--- config.mk ---
export PLATFORM = sky130hd
export DESIGN_NAME = mxfp8_block_quantizer
export DESIGN_NICKNAME = d
export VERILOG_FILES = /design/src/rtl/mxfp8_block_quantizer.sv
export SDC_FILE = /design/constraint.sdc
export NUM_CORES = 1
export LEC_CHECK = 0
export ABC_AREA = 1
export ABC_CLOCK_PERIOD_IN_PS = 14800
export BUFFER_PORTS_ARGS = -buffer_cell sky130_fd_sc_hd__buf_4
export CELL_PAD_IN_SITES_DETAIL_PLACEMENT = 0
export CELL_PAD_IN_SITES_GLOBAL_PLACEMENT = 1
export CORE_MARGIN = 1
export CORE_UTILIZATION = 45
export DETAILED_ROUTE_END_ITERATION = 10
export PLACE_DENSITY = 0.85
export SLEW_MARGIN = 20
export SYNTH_ARGS = -nofsm -noshare
export SYNTH_HDL_FRONTEND = slang
export SYNTH_SLANG_ARGS = --single-unit
--- constraint.sdc ---
create_clock -name clk -period 14.8 [get_ports clk]
set_clock_uncertainty 0.05 [all_clocks]
set_input_delay 1.48 -clock clk [delete_from_list [all_inputs] [get_ports clk]]
set_output_delay 1.48 -clock clk [all_outputs]
set_load 0.03 [all_outputs]
--- src/rtl/mxfp8_block_quantizer.sv ---
// mxfp8_block_quantizer
// Buffers BLOCK_SIZE BF16 results, derives one shared E8M0 scale from the
// largest finite exponent, then streams the elements out re-encoded as E4M3.
//
// Handshake rule on both sides: a transfer happens on a rising edge where
// valid && ready are both high; valid never depends on ready, and a presented
// output (data/scale/last) stays unchanged until it has been transferred.
module mxfp8_block_quantizer #(
    parameter int BLOCK_SIZE = 4
) (
    input  logic        clk,
    input  logic        rst_n,
    input  logic        in_valid,
    output logic        in_ready,
    input  logic [15:0] in_data,
    output logic        out_valid,
    input  logic        out_ready,
    output logic [7:0]  out_data,
    output logic [7:0]  out_scale,
    output logic        out_last,
    output logic        dbg_state
);

    localparam int IDX_W = (BLOCK_SIZE > 1) ? $clog2(BLOCK_SIZE) : 1;
    localparam logic [IDX_W-1:0] LAST_IDX = IDX_W'(BLOCK_SIZE - 1);

    typedef enum logic {
        ST_FILL = 1'b0,
        ST_EMIT = 1'b1
    } state_e;

    state_e           state_q, state_d;
    logic [IDX_W-1:0] wr_idx_q, wr_idx_d;
    logic [IDX_W-1:0] rd_idx_q, rd_idx_d;
    logic [7:0]       max_e_q, max_e_d;
    logic             nan_flag_q, nan_flag_d;
    logic [7:0]       scale_q, scale_d;
    logic [15:0]      data_buf_q [BLOCK_SIZE];
    logic [15:0]      data_buf_d [BLOCK_SIZE];

    logic       in_fire;
    logic       out_fire;
    logic [7:0] in_exp;
    logic [7:0] max_next;
    logic       nan_next;

    // BF16 -> E4M3 with the block scale removed; RNE rounding, saturating to 448.
    function automatic logic [7:0] encode_e4m3(input logic [15:0] x,
                                               input logic [7:0]  scale,
                                               input logic        nan);
        logic              s;
        logic [7:0]        e;
        logic [6:0]        m;
        logic signed [9:0] u;
        logic signed [9:0] eb;
        logic [3:0]        mr;
        logic              up;
        logic [9:0]        sh_raw;
        logic [3:0]        sh;
        logic [17:0]       wide;
        logic [7:0]        ms;
        logic [7:0]        res;
        s      = x[15];
        e      = x[14:7];
        m      = x[6:0];
        u      = $signed({2'b00, e}) - $signed({2'b00, scale});
        eb     = '0;
        mr     = '0;
        up     = 1'b0;
        sh_raw = '0;
        sh     = '0;
        wide   = '0;
        ms     = '0;
        res    = {s, 7'h00};
        if (nan) begin
            res = {s, 7'h7F};
        end else if (e == 8'd0) begin
            res = {s, 7'h00};
        end else if (u >= -10'sd6) begin
            // Normal: keep 3 of 7 mantissa bits, guard = m[3], sticky = m[2:0].
            up = m[3] & ((|m[2:0]) | m[4]);
            mr = {1'b0, m[6:4]} + {3'b000, up};
            eb = u + 10'sd7 + (mr[3] ? 10'sd1 : 10'sd0);
            if ((eb > 10'sd15) || ((eb == 10'sd15) && (mr[2:0] == 3'b111))) begin
                res = {s, 7'h7E};
            end else begin
                res = {s, eb[3:0], mr[2:0]};
            end
        end else begin
            // Subnormal: integer count of 2^-9 units is {1,M7} >> (4 + (-6-u)).
            sh_raw = 10'(-10'sd2 - u);
            sh     = (sh_raw > 10'd12) ? 4'd12 : sh_raw[3:0];
            wide   = {1'b1, m, 10'b0} >> sh;
            ms     = wide[17:10];
            up     = wide[9] & ((|wide[8:0]) | ms[0]);
            ms     = ms + {7'b0, up};
            res    = {s, ms[6:0]};
        end
        return res;
    endfunction

    assign in_ready  = rst_n && (state_q == ST_FILL);
    assign out_valid = (state_q == ST_EMIT);
    assign in_fire   = in_valid && in_ready;
    assign out_fire  = out_valid && out_ready;
    assign in_exp    = in_data[14:7];
    assign dbg_state = state_q;

    // Running exponent max / Inf-NaN tracking including the element now arriving.
    always_comb begin
        max_next = max_e_q;
        nan_next = nan_flag_q;
        if (in_exp == 8'hFF) begin
            nan_next = 1'b1;
        end else if (in_exp > max_e_q) begin
            max_next = in_exp;
        end
    end

    // Next-state logic for the FILL/EMIT controller and its counters.
    always_comb begin
        state_d    = state_q;
        wr_idx_d   = wr_idx_q;
        rd_idx_d   = rd_idx_q;
        max_e_d    = max_e_q;
        nan_flag_d = nan_flag_q;
        scale_d    = scale_q;
        case (state_q)
            ST_FILL: begin
                if (in_fire) begin
                    wr_idx_d   = wr_idx_q + 1'b1;
                    max_e_d    = max_next;
                    nan_flag_d = nan_next;
                    if (wr_idx_q == LAST_IDX) begin
                        state_d  = ST_EMIT;
                        rd_idx_d = '0;
                        wr_idx_d = '0;
                        scale_d  = nan_next ? 8'hFF :
                                   ((max_next > 8'd8) ? (max_next - 8'd8) : 8'd0);
                    end
                end
            end
            ST_EMIT: begin
                if (out_fire) begin
                    rd_idx_d = rd_idx_q + 1'b1;
                    if (rd_idx_q == LAST_IDX) begin
                        state_d    = ST_FILL;
                        rd_idx_d   = '0;
                        wr_idx_d   = '0;
                        max_e_d    = '0;
                        nan_flag_d = 1'b0;
                    end
                end
            end
            default: state_d = ST_FILL;
        endcase
    end

    // Element buffer write port.
    always_comb begin
        data_buf_d = data_buf_q;
        if (in_fire) begin
            data_buf_d[wr_idx_q] = in_data;
        end
    end

    // Output element encoding; outputs idle at zero outside EMIT.
    always_comb begin
        out_data  = 8'h00;
        out_last  = 1'b0;
        out_scale = scale_q;
        if (state_q == ST_EMIT) begin
            out_data = encode_e4m3(data_buf_q[rd_idx_q], scale_q, nan_flag_q);
            out_last = (rd_idx_q == LAST_IDX);
        end
    end

    // Control registers with synchronous active-low reset.
    always_ff @(posedge clk) begin
        if (!rst_n) begin
            state_q    <= ST_FILL;
            wr_idx_q   <= '0;
            rd_idx_q   <= '0;
            max_e_q    <= '0;
            nan_flag_q <= 1'b0;
            scale_q    <= '0;
        end else begin
            state_q    <= state_d;
            wr_idx_q   <= wr_idx_d;
            rd_idx_q   <= rd_idx_d;
            max_e_q    <= max_e_d;
            nan_flag_q <= nan_flag_d;
            scale_q    <= scale_d;
        end
    end

    // Data buffer needs no reset: it is only read after a full block is written.
    always_ff @(posedge clk) begin
        data_buf_q <= data_buf_d;
    end

endmodule

==> results.json, run 1 <==
{
  "crit_type": "flop to primary output",
  "fin_ws_ns": 7.69,
  "synth_xor_area_frac": 0.0124,
  "worst_pin_slew_ns": 0.998,
  "crit_slowest_cell": "inv_1",
  "clock_latency_ns": 0.34,
  "slowest_delay_ns": 0.64,
  "synth.most_common_cell": "nand2_1",
  "cts_buffers": 9,
  "num_vias": 4743,
  "yosys.area_share.simple": 0.289,
  "drtIter0Drc": 327,
  "gr-usage-met2": 0.373,
  "synthFlopType": "edfxtp_1",
  "finalNetCount": 790,
  "grt_max_degree": 35,
  "synthAdderAreaFrac": 0.0747,
  "cpMostUsedCell": "nand2_1",
  "synth_seq_area_share": 0.420,
  "finalCriticalPeriod_ns": 7.11,
  "wl_per_cell_um": 14.3,
  "busiest_layer": "met2",
  "setup_viol_count_final": 0,
  "fp.dieArea_um2": 13000,
  "synth-compound-area-share": 0.124,
  "port_buffers": 39,
  "fmax_ghz": 0.141,
  "critPathArrivalTime_ns": 5.58,
  "grt_usage": 0.213,
  "startpoint_type": "flop",
  "synth_top_family_by_area": "simple AND/OR/NAND/NOR gates",
  "initial_utilization": 0.465,
  "slew_violations": 0,
  "outcome": "completed",
  "wirelength_um": 13000,
  "synth-edff-count": 64,
  "netlist_area_um2": 5630,
  "cts_setup_buffers": 0,
  "setup_tns_ns": 0,
  "muxShareOfSynthArea": 0.00178,
  "p_total_mw": 0.602,
  "clk_pin_slew_ns": 0.06,
  "grt_pass1_vias": 4482,
  "boundaryPins": 40,
  "cts_resized": 0,
  "avgViaCountPerCell": 5.21,
  "globalRouteMet3Util": 0.0335,
  "synth.distinct_cells": 50,
  "fin_crit_sh": 0.480,
  "clockBufferDepth": 2,
  "ctsHoldBuffers": 0,
  "synthCells": 701,
  "fp-row-count": 40,
  "synth_top_cell_area_share": 0.341,
  "finalNonFillerCells": 910,
  "dp_cells": 894,
  "htree_levels": 3,
  "synth_commonest_cells": "nand2_1 (196), inv_1 (84), edfxtp_1 (64)",
  "yosysWarnings": 0,
  "synth_seq_cells": 86,
  "cts_tree": "done",
  "antenna_cells": 0,
  "leakagePower_nw": 2.79,
  "syn_to_final_growth_pct": 13.7,
  "ir_drop_uv": 92.6,
  "fp.dieW_um": 114,
  "drv_cap": 0,
  "detail-route-antenna-nets": 0,
  "fin_util": 0.528,
  "place_congestion": 0.836,
  "use_met1": 0.273,
  "hp-class": "flop to flop",
  "power_density_nw_per_um2": 94.0,
  "timing.max_slew.rel_slack": 0.329,
  "antenna_found_initial": 0,
  "dp.final_hpwl_um": 9790,
  "crit_required_ns": 13.27,
  "rsz0062_at_grt": "false",
  "postSynthAreaPerCell_um2": 8.03,
  "core_region_area_um2": 12100,
  "hold_viol_final": 0,
  "clock-sinks": 86,
  "synth_nets": 754,
  "grt_pass1_wl_um": 21500,
  "grt-ovfl-total": 0,
  "firstDrtPassIters": 5,
  "path_max_fanout": 29,
  "dp_slack_ns": 8.05,
  "seq_area_um2": 2360,
  "yosysTopAreaCell": "edfxtp_1",
  "ys_async_sr_fraction": 0,
  "clockRootBuffer": "clkbuf_16",
  "multiInputGateArea_um2": 2830,
  "end_kind": "primary output",
  "drc_errors": 0,
  "fill_cells": 1175,
  "drive_above_1_share": 0.154,
  "synth_area_leaders": "edfxtp_1 (34%), nand2_1 (13%), dfxtp_1 (7.8%)",
  "die_h_um": 114
}
routing by layer:
layer	wire length [um]	part of all wire	vias up
met5	0	0	-
met4	91	0.0070	0
met3	452	0.035	6
met2	6410	0.49	93
met1	6010	0.46	2200
li1	-	-	2444
state kept, by name, summed over array words and instances (netlist names):
| name | count |
|---|---|
| max_e_q | 8 |
| wr_idx_q | 2 |
| rd_idx_q | 2 |
| out_scale | 8 |
| data_buf_q | 64 |
| nan_flag_q | 1 |
| dbg_state | 1 |
path summary, 6_finish.rpt:
check	start	to	slack, ns	depth (start not counted)
setup / recovery	rd_idx_q[1]	out_data[6]	7.69	29
hold / removal	max_e_q[7]	max_e_q[7]	0.41	2
setup reg to reg	max_e_q[7]	out_scale[5]	11.51	10
hold reg to reg	max_e_q[7]	max_e_q[7]	0.41	2
worst max-delay path, delay by kind of cell, from the launching register on:
kind                     cells  cell delay [ns]
AND/OR/NAND/NOR             18             2.08
adder cells (fa/ha/maj)      4             1.25
AO/OA/AOI/OAI                2             0.45
flip-flops                   1             0.35
buffers and inverters        5             1.08
kinds of logic (layout without fill, tap and decap cells):
logic type / count (synthesis) / in the layout
fa+ha+maj: 33 / 33
compound gates: 108 / 108
mux: 1 / 1
buf+inv: 110 / 151
simple gates: 355 / 355
flops: 86 / 86
xor+xnor: 8 / 8
cells in the final DEF, fill, tap and decap left out, drive strengths merged, types with 2 or more instances in the layout:
cell       n
a211oi     2
nand3     54
ha        32
nor4       2
edfxtp    64
o21ai     22
a32oi      9
o2111ai    2
nor2      58
nor3       2
clkinv     5
a32o       4
xor2       6
o22ai      4
inv       92
clkbuf     9
a21oi     49
a221oi     8
buf       42
nand2    216
o211ai     2
a31oi      3
bufinv     2
or2        3
dfxtp     22
xnor2      2
nand4     18
power breakdown:
part / switching, mW / internal (mW)
Sequential: 0.00184 / 0.264
Clock: 0.0934 / 0.150
Combinational: 0.0611 / 0.0308
through the flow:
step	hold slack [ns]	instance area, um2
floorplan	0.395	5630
global placement	0.401	6070
detailed placement	0.406	6070
CTS	0.416	6400
global route	0.431	6400
finish	0.414	6400
cell type report:
class,count,area share
clock buffers,9,0.0352
clock inverters,7,0.0164
inverters,93,0.0547
multi-input cells,505,0.442
flip-flops and latches,86,0.369
well taps,168,0.0328
repair buffers,42,0.0493
Note: power is estimated with default switching activity, not from simulation.
==> run 2, diff against run 1 <==
--- a/config.mk
+++ b/config.mk
@@ -6,14 +6,14 @@
 export NUM_CORES = 1
 export LEC_CHECK = 0
 export ABC_AREA = 1
-export ABC_CLOCK_PERIOD_IN_PS = 14800
+export ABC_CLOCK_PERIOD_IN_PS = 6100
 export BUFFER_PORTS_ARGS = -buffer_cell sky130_fd_sc_hd__buf_4
 export CELL_PAD_IN_SITES_DETAIL_PLACEMENT = 0
 export CELL_PAD_IN_SITES_GLOBAL_PLACEMENT = 1
 export CORE_MARGIN = 1
-export CORE_UTILIZATION = 45
+export CORE_UTILIZATION = 41
 export DETAILED_ROUTE_END_ITERATION = 10
-export PLACE_DENSITY = 0.85
+export PLACE_DENSITY = 0.82
 export SLEW_MARGIN = 20
 export SYNTH_ARGS = -nofsm -noshare
 export SYNTH_HDL_FRONTEND = slang
==> constraint.sdc (replaced) <==
create_clock -name clk -period 6.1 [get_ports clk]
set_clock_uncertainty 0.05 [all_clocks]
set_input_delay 0.61 -clock clk [delete_from_list [all_inputs] [get_ports clk]]
set_output_delay 0.61 -clock clk [all_outputs]
set_load 0.03 [all_outputs]
==> run 2 against run 1 <==
Die area rose by 9.6%. Register-to-register slack got worse by 8.7 ns. Critical path depth fell by 1. Final area rose by 1.6%. Worst hold slack improved by 0.0042 ns. Count of clock-buffer cells in the layout did not move. Sequential power rose by 140%. Via count rose by 0.32%. Critical path type unchanged. Largest cell class unchanged.
==> results.json, run 2 (synthesized netlist as in run 1, its figures left out) <==
{
  "cpMostUsedCell": "nand2_1",
  "detail-route-antenna-nets": 0,
  "hp-class": "flop to flop",
  "crit_required_ns": 5.44,
  "boundaryPins": 40,
  "initial_utilization": 0.423,
  "grt_max_degree": 34,
  "setup_viol_count_final": 0,
  "crit_slowest_cell": "fa_2",
  "finalNetCount": 801,
  "cp_top_family": "simple AND/OR/NAND/NOR gates",
  "seqPwrFrac": 0.455,
  "min_from": "max_e_q[1]",
  "grt_pass1_vias": 4518,
  "slew_violations": 0,
  "antenna_found_initial": 0,
  "core_region_area_um2": 13300,
  "antenna_cells": 0,
  "p_switching_mw": 0.379,
  "final_common_cell": "nand2_1",
  "clk_pin_slew_ns": 0.06,
  "clock_latency_ns": 0.34,
  "fin_crit_sh": 0.925,
  "firstDrtPassIters": 7,
  "p_int_mw": 1.04,
  "ctsHoldBuffers": 0,
  "crit_buf_inv": 4,
  "htree_levels": 3,
  "critPathCapture": "out_data[6]",
  "setup_tns_ns": 0,
  "clockRootBuffer": "clkbuf_16",
  "clock-sinks": 86,
  "cts_buffers": 9,
  "rsz0062_at_grt": "false",
  "timing.max_slew.rel_slack": 0.296,
  "slowest_delay_ns": 0.49,
  "port_buffers": 39,
  "worst_pin_slew_ns": 1.05,
  "drc_errors": 0,
  "clockBufferDepth": 2,
  "worstSetupStartpoint": "rd_idx_q[0]",
  "crit_type": "flop to primary output",
  "hold_slack_ns": 0.418,
  "power_frac_comb": 0.158,
  "leakagePower_nw": 2.83,
  "die_h_um": 119,
  "path_max_fanout": 33,
  "fp-row-count": 42,
  "power_density_nw_per_um2": 218,
  "finalNonFillerCells": 929,
  "drtIter0Drc": 258,
  "regToRegSetupSlack_ns": 2.86,
  "critPathArrivalTime_ns": 4.98,
  "drv_cap": 0,
  "avgViaCountPerCell": 5.12,
  "r2r_end": "out_scale[6]",
  "fp.dieW_um": 119,
  "dp_cells": 906,
  "mostFrequentLayoutCells": "nand2_1 (196), inv_1 (83), edfxtp_1 (64)",
  "startpoint_type": "flop",
  "hold_viol_final": 0,
  "fmax_ghz": 0.177,
  "cp.depth": 28,
  "end_kind": "primary output",
  "wirelength_um": 13000,
  "num_vias": 4758,
  "outcome": "completed",
  "syn_to_final_growth_pct": 15.5,
  "power_frac_clock": 0.387,
  "r2r-start": "max_e_q[7]",
  "grt-ovfl-total": 0,
  "finalCriticalPeriod_ns": 5.64,
  "r2r_cells": 12,
  "dp.final_hpwl_um": 9860,
  "place_congestion": 0.866,
  "grt_usage": 0.191,
  "cts_tree": "done",
  "wl_per_cell_um": 14.0,
  "largest_reg_flops": 64,
  "swShare": 0.267,
  "ir_drop_uv": 181,
  "grt_pass1_wl_um": 21600,
  "fp.dieArea_um2": 14200,
  "regMostFlops": "data_buf_q",
  "drive_above_1_share": 0.173
}
[run 2: changes by cell type in the layout (fill, tap and decap cells not counted), sizes merged]
| cell | delta |
|---|---|
| buf | +10 |
| clkinvlp | +2 |
| bufinv | -1 |
| clkinv | +1 |
| inv | -1 |
[run 2: metal layers]
| metal | GRT usage | vias up | share of wire |
|---|---|---|---|
| li1 | - | 2478 | - |
| met1 | 0.240 | 2185 | 0.46 |
| met2 | 0.336 | 78 | 0.50 |
| met3 | 0.0302 | 17 | 0.028 |
| met4 | 0.0522 | 0 | 0.015 |
| met5 | 0 | - | 0 |
[run 2: worst register-to-register path, cell delays in order (launching register included)]
cell and delay [ns]:
dfxtp_1 0.33, inv_1 0.06, ha_1 0.28, nand2_1 0.07, nor2_1 0.14, nand3_1 0.08
o211ai_1 0.79, o21ai_0 0.50, nand2_1 0.20, inv_1 0.05, o2111ai_1 0.21, nand2_1 0.12
a221oi_1 0.26
[run 2: worst min path at each step]
stage	end	slack [ns]	cells past startpoint
floorplan	max_e_q[1]	0.40	2
global placement	nan_flag_q	0.40	2
detailed placement	nan_flag_q	0.41	2
CTS	data_buf_q[63]	0.41	1
global route	data_buf_q[36]	0.41	1
finish	max_e_q[1]	0.42	2
[run 2: area by class of cell]
type | count | area (um2)
fill | 1277 | 6790
inverter | 93 | 354
clock buffer | 9 | 225
timing repair inverter | 1 | 5.00
sequential | 86 | 2370
clock inverter | 7 | 80.1
tap | 176 | 220
multi-input combinational | 505 | 2860
timing repair buffer | 52 | 390
[run 2: power groups by stage]
stage               Clock (mW)  Combinational (mW)  Sequential [mW]
floorplan                    0               0.162            0.658
global placement             0               0.219            0.658
detailed placement           0               0.221            0.659
CTS                      0.559               0.222            0.646
global route             0.585               0.255            0.646
finish                   0.549               0.224            0.645
[run 2: timing repair]
item                                    CTS  global route
setup buffers                             0             6
endpoints found under the hold margin     0             0
endpoints found under the setup margin    0             7
resized for setup                         0             8
[run 2: through the flow]
step | utilization | cell area, um2 | setup WS, ns | total power, mW
4_1_cts | 0.482 | 6410 | 0.131 | 1.43
3_5_place_dp | 0.460 | 6110 | 0.508 | 0.880
6_report | 0.489 | 6500 | 0.456 | 1.42
3_3_place_gp | 0.460 | 6110 | 0.734 | 0.878
5_1_grt | 0.489 | 6500 | 0.00932 | 1.49
2_1_floorplan | - | 5630 | 0.663 | 0.820
